===== src/rtl/timer_pkg.sv =====
// Shared definitions for the BCD countdown timer family.
// Holds the FSM state encoding, the BCD digit limit and a helper that
// decrements a two-digit BCD value. The seven-segment decoder stage and
// other timer variants import this package as well.
package timer_pkg;

  typedef logic [1:0] state_t;

  localparam state_t IDLE  = 2'd0;
  localparam state_t RUN   = 2'd1;
  localparam state_t PAUSE = 2'd2;
  localparam state_t DONE  = 2'd3;

  localparam int BCD_MAX = 9;

  // Decrement {tens, ones} by one second. The caller never asks for a
  // decrement of 00, so the tens borrow cannot underflow.
  function automatic logic [7:0] bcd_dec(input logic [3:0] tens, input logic [3:0] ones);
    if (ones != 4'd0) begin
      return {tens, ones - 4'd1};
    end
    return {tens - 4'd1, 4'(BCD_MAX)};
  endfunction

endpackage


===== src/rtl/bcd_countdown_timer_if.sv =====
// Control/status bundle of the BCD countdown timer.
//   start, pause, clear : single-cycle command pulses (controller -> timer)
//   d0, d1              : ones / tens BCD digits      (timer -> controller)
//   running, done       : status flags                (timer -> controller)
// master = the controller side, slave = the timer itself.
interface bcd_countdown_timer_if;
  logic       start;
  logic       pause;
  logic       clear;
  logic [3:0] d0;
  logic [3:0] d1;
  logic       running;
  logic       done;

  modport master (output start, pause, clear, input d0, d1, running, done);
  modport slave  (input start, pause, clear, output d0, d1, running, done);
endinterface


===== src/rtl/bcd_countdown_timer_tick_gen.sv =====
// Prescaler producing the count-step tick for the countdown timer.
//   clk, rst : clock and asynchronous active-high reset
//   en       : low forces the prescaler to 0 (IDLE/DONE/clear)
//   hold     : freezes the prescaler and suppresses the tick (pause)
//   tick     : high in the cycle where the prescaler sits at TICK_DIV-1
// The counter is clog2(TICK_DIV) bits wide, never narrower than one bit,
// so TICK_DIV=1 yields a tick in every enabled cycle.
module tick_gen #(
  parameter int TICK_DIV = 100_000_000
) (
  input  logic clk,
  input  logic rst,
  input  logic en,
  input  logic hold,
  output logic tick
);

  localparam int W = (TICK_DIV > 1) ? $clog2(TICK_DIV) : 1;
  localparam logic [W-1:0] LAST = W'(TICK_DIV - 1);

  logic [W-1:0] count_reg;
  logic         at_last;

  assign at_last = (count_reg == LAST);
  assign tick    = en & ~hold & at_last;

  always_ff @(posedge clk or posedge rst) begin
    if (rst) begin
      count_reg <= '0;
    end else if (!en) begin
      count_reg <= '0;
    end else if (!hold) begin
      count_reg <= at_last ? '0 : count_reg + 1'b1;
    end
  end

endmodule


===== src/rtl/bcd_countdown_timer.sv =====
// Two-digit BCD countdown timer.
//   clk, rst : clock and asynchronous active-high reset
//   bus      : slave side of bcd_countdown_timer_if
//              (start/pause/clear pulses in; d0/d1/running/done out)
// Counts down from INIT_TENS:INIT_ONES once per TICK_DIV clocks while
// running, freezes at 00 and raises done. All outputs are registered.
module bcd_countdown_timer
  import timer_pkg::*;
#(
  parameter int TICK_DIV  = 100_000_000,
  parameter int INIT_TENS = 3,
  parameter int INIT_ONES = 0
) (
  input  logic                  clk,
  input  logic                  rst,
  bcd_countdown_timer_if.slave  bus
);

  if (TICK_DIV < 1) begin : g_bad_div
    $error("TICK_DIV must be at least 1");
  end
  if (INIT_TENS < 0 || INIT_TENS > BCD_MAX) begin : g_bad_tens
    $error("INIT_TENS must be a BCD digit 0..9");
  end
  if (INIT_ONES < 0 || INIT_ONES > BCD_MAX) begin : g_bad_ones
    $error("INIT_ONES must be a BCD digit 0..9");
  end

  localparam logic [3:0] INIT_T    = 4'(INIT_TENS);
  localparam logic [3:0] INIT_O    = 4'(INIT_ONES);
  localparam logic       INIT_ZERO = (INIT_TENS == 0) && (INIT_ONES == 0);

  state_t     state_reg, state_next;
  logic       running_reg, running_next;
  logic       done_reg, done_next;
  logic [3:0] d0_reg, d1_reg;
  logic       tick;
  logic       last_step;
  logic       presc_en, presc_hold;
  logic [7:0] dec_val;

  // Prescaler only advances in RUN; it keeps its value through PAUSE and
  // through a pause pulse in RUN, and is zeroed everywhere else.
  assign presc_en   = ((state_reg == RUN) || (state_reg == PAUSE)) && !bus.clear;
  assign presc_hold = (state_reg == PAUSE) || bus.pause;

  tick_gen #(.TICK_DIV(TICK_DIV)) u_tick_gen (
    .clk  (clk),
    .rst  (rst),
    .en   (presc_en),
    .hold (presc_hold),
    .tick (tick)
  );

  assign last_step = tick && (d1_reg == 4'd0) && (d0_reg == 4'd1);
  assign dec_val   = bcd_dec(d1_reg, d0_reg);

  always_ff @(posedge clk or posedge rst) begin
    if (rst) begin
      state_reg   <= IDLE;
      running_reg <= 1'b0;
      done_reg    <= 1'b0;
    end else begin
      state_reg   <= state_next;
      running_reg <= running_next;
      done_reg    <= done_next;
    end
  end

  // Priority clear > pause > start in every state.
  always_comb begin
    state_next = state_reg;
    if (bus.clear) begin
      state_next = IDLE;
    end else begin
      case (state_reg)
        IDLE:    if (!bus.pause && bus.start) state_next = INIT_ZERO ? DONE : RUN;
        RUN:     if (bus.pause) state_next = PAUSE;
                 else if (last_step) state_next = DONE;
        PAUSE:   if (!bus.pause && bus.start) state_next = RUN;
        default: state_next = DONE;
      endcase
    end
  end

  // Status flags are registered copies of the upcoming state.
  always_comb begin
    running_next = (state_next == RUN);
    done_next    = (state_next == DONE);
  end

  always_ff @(posedge clk or posedge rst) begin
    if (rst) begin
      d1_reg <= INIT_T;
      d0_reg <= INIT_O;
    end else if (bus.clear) begin
      d1_reg <= INIT_T;
      d0_reg <= INIT_O;
    end else if ((state_reg == RUN) && tick) begin
      d1_reg <= dec_val[7:4];
      d0_reg <= dec_val[3:0];
    end
  end

  assign bus.d0      = d0_reg;
  assign bus.d1      = d1_reg;
  assign bus.running = running_reg;
  assign bus.done    = done_reg;

endmodule

===== src/flat_wrapper.sv =====
// flat-port wrapper written by rule: the top's interface ports become plain ports
module bcd_countdown_timer_flat import timer_pkg::*;
#(
  parameter int TICK_DIV  = 100_000_000,
  parameter int INIT_TENS = 3,
  parameter int INIT_ONES = 0
)
  (clk, rst, bus_start, bus_pause, bus_clear, bus_d0, bus_d1, bus_running, bus_done);
  bcd_countdown_timer_if bus_i ();
  input  logic clk;
  input  logic rst;
  input wire logic [$bits(bus_i.start)-1:0] bus_start;
  input wire logic [$bits(bus_i.pause)-1:0] bus_pause;
  input wire logic [$bits(bus_i.clear)-1:0] bus_clear;
  output wire logic [$bits(bus_i.d0)-1:0] bus_d0;
  output wire logic [$bits(bus_i.d1)-1:0] bus_d1;
  output wire logic [$bits(bus_i.running)-1:0] bus_running;
  output wire logic [$bits(bus_i.done)-1:0] bus_done;
  assign bus_i.start = bus_start;
  assign bus_i.pause = bus_pause;
  assign bus_i.clear = bus_clear;
  assign bus_d0 = bus_i.d0;
  assign bus_d1 = bus_i.d1;
  assign bus_running = bus_i.running;
  assign bus_done = bus_i.done;
  bcd_countdown_timer #(.TICK_DIV(TICK_DIV), .INIT_TENS(INIT_TENS), .INIT_ONES(INIT_ONES)) u_core (.clk(clk), .rst(rst), .bus(bus_i));
endmodule

===== config.mk =====
export PLATFORM = sky130hd
export DESIGN_NAME = bcd_countdown_timer_flat
export DESIGN_NICKNAME = d
export VERILOG_FILES = /design/src/rtl/timer_pkg.sv /design/src/rtl/bcd_countdown_timer_if.sv /design/src/rtl/bcd_countdown_timer_tick_gen.sv /design/src/rtl/bcd_countdown_timer.sv /design/src/flat_wrapper.sv
export SDC_FILE = /design/constraint.sdc
export NUM_CORES = 1
export LEC_CHECK = 0
export ABC_AREA = 1
export BUFFER_PORTS_ARGS = -buffer_cell sky130_fd_sc_hd__buf_4
export CAP_MARGIN = 20
export CELL_PAD_IN_SITES_DETAIL_PLACEMENT = 1
export CELL_PAD_IN_SITES_GLOBAL_PLACEMENT = 2
export CORE_MARGIN = 2
export CORE_UTILIZATION = 38
export DETAILED_ROUTE_END_ITERATION = 8
export HOLD_SLACK_MARGIN = 0.06
export PLACE_DENSITY_LB_ADDON = 0.1
export REMOVE_ABC_BUFFERS = 1
export SETUP_SLACK_MARGIN = 0.4
export SYNTH_ARGS = -nofsm -noshare
export SYNTH_HDL_FRONTEND = slang
export SYNTH_SLANG_ARGS = --single-unit

===== constraint.sdc =====
create_clock -name clk -period 3 [get_ports clk]
set_input_delay 0.6 -clock clk [delete_from_list [all_inputs] [get_ports clk]]
set_output_delay 0.6 -clock clk [all_outputs]
set_load 0.02 [all_outputs]

==> impl_metrics.py, run 1 <==
metrics = {
    "run_status": {
        "run_status": "complete, no violations",
    },
    "sta": {
        "fin_crit_sh_pct": 69.96,
        "grt_setup_unrepaired": "false",
        "drv_slew": 0,
        "worstMarginPinSlew_ns": 0.6242,
        "setup_viol": 0,
        "final.min_clock_period_ns": 2.099,
        "finalSetupTns_ns": 0,
        "fmax_ghz": 0.4764,
        "hold_viol": 0,
        "skew_ns": 0.007783,
        "relSlewSlack_pct": 58.07,
    },
    "setup_path": {
        "cp_cell_sequence": "inv_1 > ha_1 > or2_1 > nor2_4 > inv_1 > nor2_4 > o21ai_0 > o21ai_0",
        "r2r_cells": 8,
        "crit_type": "reg -> reg",
        "startpoint": "u_core.state_reg[0]$_DFF_PP0_",
        "crit_path_end_kind": "register",
        "worst-path-max-fanout": 19,
        "cpMaxStageDelayCell": "nor2_4",
        "crit_arrival_ns": 2.32,
        "cp.required_ns": 3.22,
        "r2r-start": "u_core.state_reg[0]$_DFF_PP0_",
        "cpPeakStageDelay_ns": 0.43,
        "start_kind": "register",
    },
    "placed_design": {
        "io_buffers": 14,
        "hpwl_mm": 5.042,
        "dp.cells": 437,
        "gp_congestion": 0.7565,
    },
    "cells_and_area": {
        "layout.nets": 379,
        "antennaDiodeCount": 0,
        "final_cells": 445,
        "drive_gt1_share_pct": 15.76,
        "final_util_pct": 44.05,
        "area_growth_pct": 10.66,
        "fillers": 824,
        "largest_register_ff_count": 27,
    },
    "power": {
        "max-vdd-ir-drop_uv": 189.6,
        "p_leak_nw": 1.200,
        "pwr_density_cell_nw_per_um2": 361.3,
    },
    "drt": {
        "post_drt_wl_per_cell_um": 14.91,
        "drtPass1Iterations": 4,
        "wl_mm": 6.637,
        "drtIter0Drc": 70,
        "drc": 0,
        "viasPerCell": 5.119,
        "vias": 2278,
        "ant_nets": 0,
    },
    "grt": {
        "grt_max_degree": 40,
        "grt_pass1_wl_mm": 11.52,
        "overflow": 0,
        "grt_usage_pct": 19.63,
        "antenna_found_initial": 0,
        "first_global_vias": 2407,
    },
    "synthesis": {
        "yosysWarnings": 0,
        "ys.flop_type": "dfrtp_1",
        "synth.most_common_cell": "nand2_1",
        "syn-cell-area_um2": 2571,
        "syn_avg_cell_area_um2": 7.389,
        "synth_edf_count": 0,
        "synth_top_area_cell": "dfrtp_1",
        "syn_inst": 348,
        "seq_area_frac_synth_pct": 38.05,
        "synth-seq-cells": 39,
        "synth.top_cells.by_count": "85 x nand2_1, 46 x nor2_1, 45 x inv_1",
        "yosysUniqueCellTypes": 37,
        "synth_area_leaders": "dfrtp_1 36%, nand2_1 12%, nor2_1 6.7%",
        "synth_top_cell_area_share_pct": 36.01,
        "synthArstFlopShare_pct": 100.0,
    },
    "job": {
        "drv_cap": 0,
    },
    "cts": {
        "cts_setup_buffers": 0,
        "cts_root_buffer": "clkbuf_8",
        "clockBufferDepth": 2,
        "htreeDepth": 2,
        "clock-sinks": 39,
        "postCtsHoldBufs": 0,
        "tritoncts": "done",
        "cts_buffers": 5,
        "clkTransAtPathRegs_ns": 0.08,
        "cts_resized": 0,
        "insertion_delay_ns": 0.30,
    },
    "die": {
        "top_level_ports": 15,
        "initial_core_util_pct": 39.81,
        "fp.coreArea_um2": 6459,
        "die_w_um": 86.26,
        "die-area_um2": 7440,
        "row_count": 29,
        "fp.dieH_um": 86.26,
    },
    "min_path": {
        "hp-class": "in -> async",
    },
}
-- critical path, delay by kind of cell, from the launching register on --
family / cells / cell delay [ns]
AND/OR/NAND/NOR: 3 / 0.84
flip-flops: 1 / 0.39
adder cells (fa/ha/maj): 1 / 0.22
buffers and inverters: 2 / 0.20
AO/OA/AOI/OAI: 2 / 0.36
-- per-stage QoR --
stage          setup slack [ns]  power (W)  hold slack, ns  instance area, um2
2_1_floorplan             1.171  0.0006301          0.4917                2544
3_5_place_dp             0.8533  0.0006765          0.5309                2760
4_1_cts                  0.8513   0.001043          0.4519                2845
3_3_place_gp             0.9730  0.0006739          0.5120                2760
5_1_grt                  0.6747   0.001076          0.4707                2845
6_report                 0.9011   0.001028          0.4317                2845
-- layout make-up --
type	instances	area [um2]	share of cell area, %
multi-input cells	256	1381	48.55
flip-flops and latches	39	978.4	34.39
inverters	49	183.9	6.464
repair buffers	16	120.1	4.222
well taps	77	96.34	3.386
clock buffers	6	72.57	2.551
clock inverters	2	12.51	0.4398
-- logic make-up (layout without fill, tap and decap cells) --
kind of cell,count (synthesis),after routing,synth area share [%]
and+or+nand+nor,194,194,36.25
buffers and inverters,53,73,8.223
AOI/OAI and AO/OA,46,46,10.95
DFF,39,39,38.05
xor gates and xnor gates,8,8,2.725
adders and majority gates,7,7,3.406
muxes,1,1,0.3893
-- worst paths after layout --
check                                                               to  slack [ns]
hold / removal             u_core.u_tick_gen.count_reg[16]$_DFFE_PP0P_        0.43
setup reg to reg           u_core.u_tick_gen.count_reg[10]$_DFFE_PP0P_        0.90
hold reg to reg             u_core.u_tick_gen.count_reg[0]$_DFFE_PP0P_        0.54
max in group asynchronous                 u_core.bus.d1[1]$_DFFE_PP1P_        2.20
setup / recovery           u_core.u_tick_gen.count_reg[10]$_DFFE_PP0P_        0.90
min in group clk                         u_core.state_reg[1]$_DFF_PP0_        0.47
-- per-layer routing --
metal	vias up	part of all wire [%]	GRT usage, %
li1	1154	-	-
met1	1098	47	24.97
met2	18	50	34.67
met3	8	1.7	3.143
met4	0	1.4	5.256
met5	-	0	0
-- power breakdown --
part           internal (W)  switching [W]  total, W
clock              0.000163       0.000203  0.000366
sequential         0.000535     0.00000737  0.000542
combinational     0.0000365      0.0000837  0.000120
-- layout by cell type (no fill, tap or decap), drive strengths merged --
cell type,synthesis,routed
clkinvlp,0,1
and3,1,1
dfrtp,37,37
xnor2,2,2
dfstp,2,2
xor2,6,6
o31ai,1,1
a21oi,12,12
nand4,6,6
o21ai,20,20
clkinv,0,1
nor3,14,14
nand2,94,94
clkbuf,1,6
inv,49,49
nor2,52,52
buf,3,16
o22ai,10,10
o211ai,1,1
o21bai,1,1
mux2i,1,1
nand3,25,25
or2,2,2
ha,7,7
a22o,1,1
(Power assumes the default switching activity.)
==> run 2, diff against run 1 <==
CORE_UTILIZATION = 35   (was 38)
clock period = 2 ns   (was 3 ns; I/O delays follow)
==> impl_metrics.py, run 2 (synthesis results as in run 1) <==
metrics = {
    "sta": {
        "relSlewSlack_pct": 64.90,
        "setup_viol": 0,
        "finalSetupTns_ns": 0,
        "fmax_ghz": 0.5873,
        "drv_slew": 0,
        "worstMarginPinSlew_ns": 0.5266,
        "fin_crit_sh_pct": 85.13,
        "hold_viol": 0,
        "grt_setup_unrepaired": "true",
        "skew_ns": 0.009596,
        "final.min_clock_period_ns": 1.703,
    },
    "grt": {
        "grt_max_degree": 40,
        "grt_usage_pct": 19.27,
        "grt_pass1_wl_mm": 12.45,
        "overflow": 0,
        "first_global_vias": 2557,
        "antenna_found_initial": 0,
    },
    "cells_and_area": {
        "drive_gt1_share_pct": 33.92,
        "final_cell_mix": "77 x nand2_1, 42 x buf_4, 40 x inv_1, 39 x nor2_1, 31 x dfrtp_1",
        "final_area_um2": 3366,
        "seq_area_um2": 985.9,
        "antennaDiodeCount": 0,
        "area_growth_pct": 30.90,
        "layout.nets": 412,
        "multiInputGateArea_um2": 1577,
        "largest_register_ff_count": 27,
        "layout_commonest_cell": "nand2_1",
        "fillers": 897,
    },
    "drt": {
        "vias": 2399,
        "drc": 0,
        "post_drt_wl_per_cell_um": 14.59,
        "drtPass1Iterations": 4,
        "viasPerCell": 4.798,
        "ant_nets": 0,
        "wl_mm": 7.293,
        "drtIter0Drc": 74,
    },
    "die": {
        "fp.dieH_um": 89.71,
        "die-area_um2": 8048,
        "fp.coreArea_um2": 7176,
        "top_level_ports": 15,
        "die_w_um": 89.71,
        "initial_core_util_pct": 35.83,
        "row_count": 31,
    },
    "cts": {
        "htreeDepth": 2,
        "clkTransAtPathRegs_ns": 0.08,
        "clock-sinks": 39,
        "insertion_delay_ns": 0.30,
        "tritoncts": "done",
        "clockBufferDepth": 2,
        "cts_buffers": 5,
        "cts_root_buffer": "clkbuf_8",
    },
    "setup_path": {
        "start_kind": "register",
        "worst-path-max-fanout": 7,
        "crit_arrival_ns": 1.87,
        "crit_type": "reg -> reg",
        "cp.required_ns": 2.17,
        "crit_path_end_kind": "register",
    },
    "placed_design": {
        "io_buffers": 14,
        "gp_congestion": 0.8239,
        "hpwl_mm": 5.190,
        "dpl_cell_area_um2": 2855,
    },
    "power": {
        "power_w": 0.001728,
        "max-vdd-ir-drop_uv": 286.6,
        "p_leak_nw": 1.447,
        "pwr_density_cell_nw_per_um2": 513.5,
    },
    "job": {
        "drv_cap": 0,
    },
    "run_status": {
        "run_status": "complete, no violations",
    },
    "min_path": {
        "hp-class": "in -> async",
    },
}
-- run 2: cell types whose count changed in the layout (fill, tap and decap cells not counted), moves of 6 or more --
cell	change
buf_4	+26
buf_6	+6
dfrtp_1	-6
dfrtp_2	+6
nand2_1	-8
nor2_1	-7
nor2_2	+6
o21ai_0	-7
o21ai_1	+7
-- run 2: cell type report --
class                      instances  area share (%)
clock inverter                     3           1.301
clock buffer                       5           2.045
inverter                          49           5.465
tap                               99           3.680
multi-input combinational        257           46.84
sequential                        39           29.29
timing repair buffer              48           11.38
-- run 2: worst paths after layout --
path,start,slack [ns],to,cells after the start
min in group clk,bus_clear,0.27,u_core.state_reg[1]$_DFF_PP0_,2
min reg2reg,u_core.bus.d1[1]$_DFFE_PP1P_,0.54,u_core.bus.d1[1]$_DFFE_PP1P_,2
max reg2reg,u_core.u_tick_gen.count_reg[0]$_DFFE_PP0P_,0.30,u_core.u_tick_gen.count_reg[2]$_DFFE_PP0P_,7
max,u_core.u_tick_gen.count_reg[0]$_DFFE_PP0P_,0.30,u_core.u_tick_gen.count_reg[2]$_DFFE_PP0P_,7
min,rst,0.23,u_core.u_tick_gen.count_reg[14]$_DFFE_PP0P_,3
max in group asynchronous,rst,1.38,u_core.u_tick_gen.count_reg[6]$_DFFE_PP0P_,3
-- run 2: layer usage --
layer,part of all wire [%],global-route usage [%]
met1,46,23.88
met2,51,34.91
met3,1.6,2.766
met4,1.2,5.513
met5,0,0
-- run 2: report_power, final --
group,leakage (nW),switching (W),total (W),internal [W]
Clock,0.0581,0.000312,0.000684,0.000372
Combinational,0.865,0.000144,0.000231,0.0000864
Sequential,0.524,0.0000111,0.000813,0.000802
Total,1.45,0.000468,0.00173,0.00126
-- run 2: critical path: stages (launching register included) --
cell and delay (ns):
dfrtp_1 0.42, ha_4 0.17, nand3_4 0.09, nor2_4 0.16, inv_2 0.08, or2_4 0.26, o21bai_4 0.28, o22ai_1 0.11
-- run 2: metrics by stage --
| stage | hold slack [ns] | instances | setup slack, ns | util (%) |
|---|---|---|---|---|
| floorplan | 0.4664 | 344 | 0.1713 | - |
| global route | 0.2702 | 500 | 0.1805 | 46.91 |
| finish | 0.2309 | 500 | 0.2974 | 46.91 |
| detailed placement | 0.5242 | 468 | 0.09242 | 39.79 |
| CTS | 0.2477 | 494 | 0.2887 | 44.97 |
| global placement | 0.5125 | 468 | 0.1492 | 39.79 |
-- run 2: timing repair --
| action | CTS | global route |
|---|---|---|
| resized for setup | 37 | 30 |
| hold buffers | 0 | 0 |
| cloned | 1 | 0 |
| buffers inserted | 17 | 6 |
| endpoints found under the setup margin | 39 | 39 |
| pin swaps | 11 | 7 |
==> run 3, diff against run 2 <==
SETUP_SLACK_MARGIN = 0.02   (was 0.4)
==> impl_metrics.py, run 3 (synthesis results as in run 1) <==
metrics = {
    "setup_path": {
        "cp_cell_sequence": "ha_1 > nand3_2 > nor2_4 > inv_2 > nor3_2 > nor2_4 > buf_4 > nand3_1 > o21ai_0",
        "crit_top_cell": "nor2_4",
        "crit_path_end_kind": "register",
        "start_kind": "register",
        "cpPeakStageDelay_ns": 0.40,
        "cpMaxStageDelayCell": "dfrtp_1",
        "crit_arrival_ns": 2.00,
        "r2r_cells": 9,
        "cp.required_ns": 2.18,
        "crit_type": "reg -> reg",
        "worst-path-max-fanout": 8,
    },
    "cts": {
        "htreeDepth": 2,
        "insertion_delay_ns": 0.30,
        "cts_root_buffer": "clkbuf_8",
        "postCtsHoldBufs": 0,
        "clockBufferDepth": 2,
        "clock-sinks": 39,
        "clkTransAtPathRegs_ns": 0.08,
        "cts_buffers": 5,
        "tritoncts": "done",
    },
    "cells_and_area": {
        "final_util_pct": 41.57,
        "fillers": 910,
        "seq_area_um2": 978.4,
        "final_cell_mix": "85 x nand2_1, 46 x nor2_1, 44 x inv_1, 37 x dfrtp_1, 27 x buf_4",
        "layout.nets": 390,
        "antennaDiodeCount": 0,
        "layout_commonest_cell": "nand2_1",
        "multiInputGateArea_um2": 1381,
        "final_cells": 478,
        "largest_register_ff_count": 27,
        "final_area_um2": 2983,
        "area_growth_pct": 16.01,
        "drive_gt1_share_pct": 18.47,
    },
    "power": {
        "p_leak_nw": 1.273,
        "pwr_density_cell_nw_per_um2": 565.3,
        "max-vdd-ir-drop_uv": 278.3,
    },
    "grt": {
        "first_global_vias": 2389,
        "overflow": 0,
        "grt_max_degree": 40,
        "antenna_found_initial": 0,
        "grt_pass1_wl_mm": 11.59,
        "grt_usage_pct": 17.97,
    },
    "die": {
        "die-area_um2": 8048,
        "fp.dieH_um": 89.71,
        "top_level_ports": 15,
        "row_count": 31,
        "die_w_um": 89.71,
        "initial_core_util_pct": 35.83,
        "fp.coreArea_um2": 7176,
    },
    "sta": {
        "fmax_ghz": 0.5496,
        "setup_viol": 0,
        "hold_viol": 0,
        "drv_slew": 0,
        "final.min_clock_period_ns": 1.820,
        "relSlewSlack_pct": 64.93,
        "worstMarginPinSlew_ns": 0.5261,
        "fin_crit_sh_pct": 90.98,
        "skew_ns": 0.009153,
    },
    "placed_design": {
        "dpl_cell_area_um2": 2855,
        "gp_congestion": 0.8239,
        "hpwl_mm": 5.190,
        "dp.cells": 468,
        "io_buffers": 14,
    },
    "drt": {
        "post_drt_wl_per_cell_um": 14.12,
        "ant_nets": 0,
        "vias": 2266,
        "wl_mm": 6.747,
        "drtIter0Drc": 95,
        "drtPass1Iterations": 4,
        "viasPerCell": 4.741,
        "drc": 0,
    },
    "job": {
        "drv_cap": 0,
    },
    "min_path": {
        "hp-class": "in -> async",
    },
    "run_status": {
        "run_status": "complete, no violations",
    },
}
-- run 3: cell types whose count changed in the layout (fill, tap and decap cells not counted), sizes merged --
| cell | before | now |
|---|---|---|
| buf | 48 | 27 |
| nor2 | 53 | 52 |
-- run 3: repair_timing --
| action | in CTS | in global routing |
|---|---|---|
| setup endpoints to repair | 0 | 12 |
| gates resized for setup | 0 | 0 |
| setup buffers | 0 | 2 |
-- run 3: routing by layer --
layer / vias to the layer above / wire (um) / global-route usage, %
met3: 5 / 106 / 2.766
met1: 1071 / 3140 / 22.45
met5: - / 0 / 0
li1: 1175 / - / -
met4: 0 / 76 / 4.615
met2: 15 / 3424 / 32.45
-- run 3: worst paths after layout --
kind                                                               end                                        from  slack (ns)
max in group asynchronous                 u_core.bus.d1[0]$_DFFE_PP1P_                                         rst        1.41
min                        u_core.u_tick_gen.count_reg[14]$_DFFE_PP0P_                                         rst        0.23
max                        u_core.u_tick_gen.count_reg[24]$_DFFE_PP0P_  u_core.u_tick_gen.count_reg[0]$_DFFE_PP0P_        0.18
min in group clk                         u_core.state_reg[1]$_DFF_PP0_                                   bus_clear        0.27
min reg2reg                 u_core.u_tick_gen.count_reg[0]$_DFFE_PP0P_  u_core.u_tick_gen.count_reg[0]$_DFFE_PP0P_        0.53
max reg2reg                u_core.u_tick_gen.count_reg[24]$_DFFE_PP0P_  u_core.u_tick_gen.count_reg[0]$_DFFE_PP0P_        0.18
-- run 3: area by class of cell --
type	count	share of cell area, %
clock buffers	5	2.307
well taps	99	4.153
clock inverters	3	1.468
multi-input cells	256	46.31
inverters	49	6.166
repair buffers	27	6.795
flip-flops and latches	39	32.80
-- run 3: power by group --
part / switching, W / internal (W) / total (W)
clock: 0.000314 / 0.000372 / 0.000686
sequential: 0.0000105 / 0.000802 / 0.000813
combinational: 0.000124 / 0.0000635 / 0.000188
-- run 3: stage by stage --
step,setup TNS (ns),setup slack [ns],hold WS [ns],total power (W)
detailed placement,0,0.09242,0.5242,0.001020
CTS,0,0.06963,0.2478,0.001718
floorplan,0,0.1713,0.4664,0.0009451
finish,0,0.1804,0.2311,0.001686
global placement,0,0.1492,0.5125,0.001020
global route,-0.02047,-0.02047,0.2706,0.001770
-- run 3: critical path, delay by kind of cell (launching register included) --
family	cells	cell delay (ns)
flip-flops	1	0.40
adder cells (fa/ha/maj)	1	0.20
buffers and inverters	2	0.23
AND/OR/NAND/NOR	5	0.77
AO/OA/AOI/OAI	1	0.09
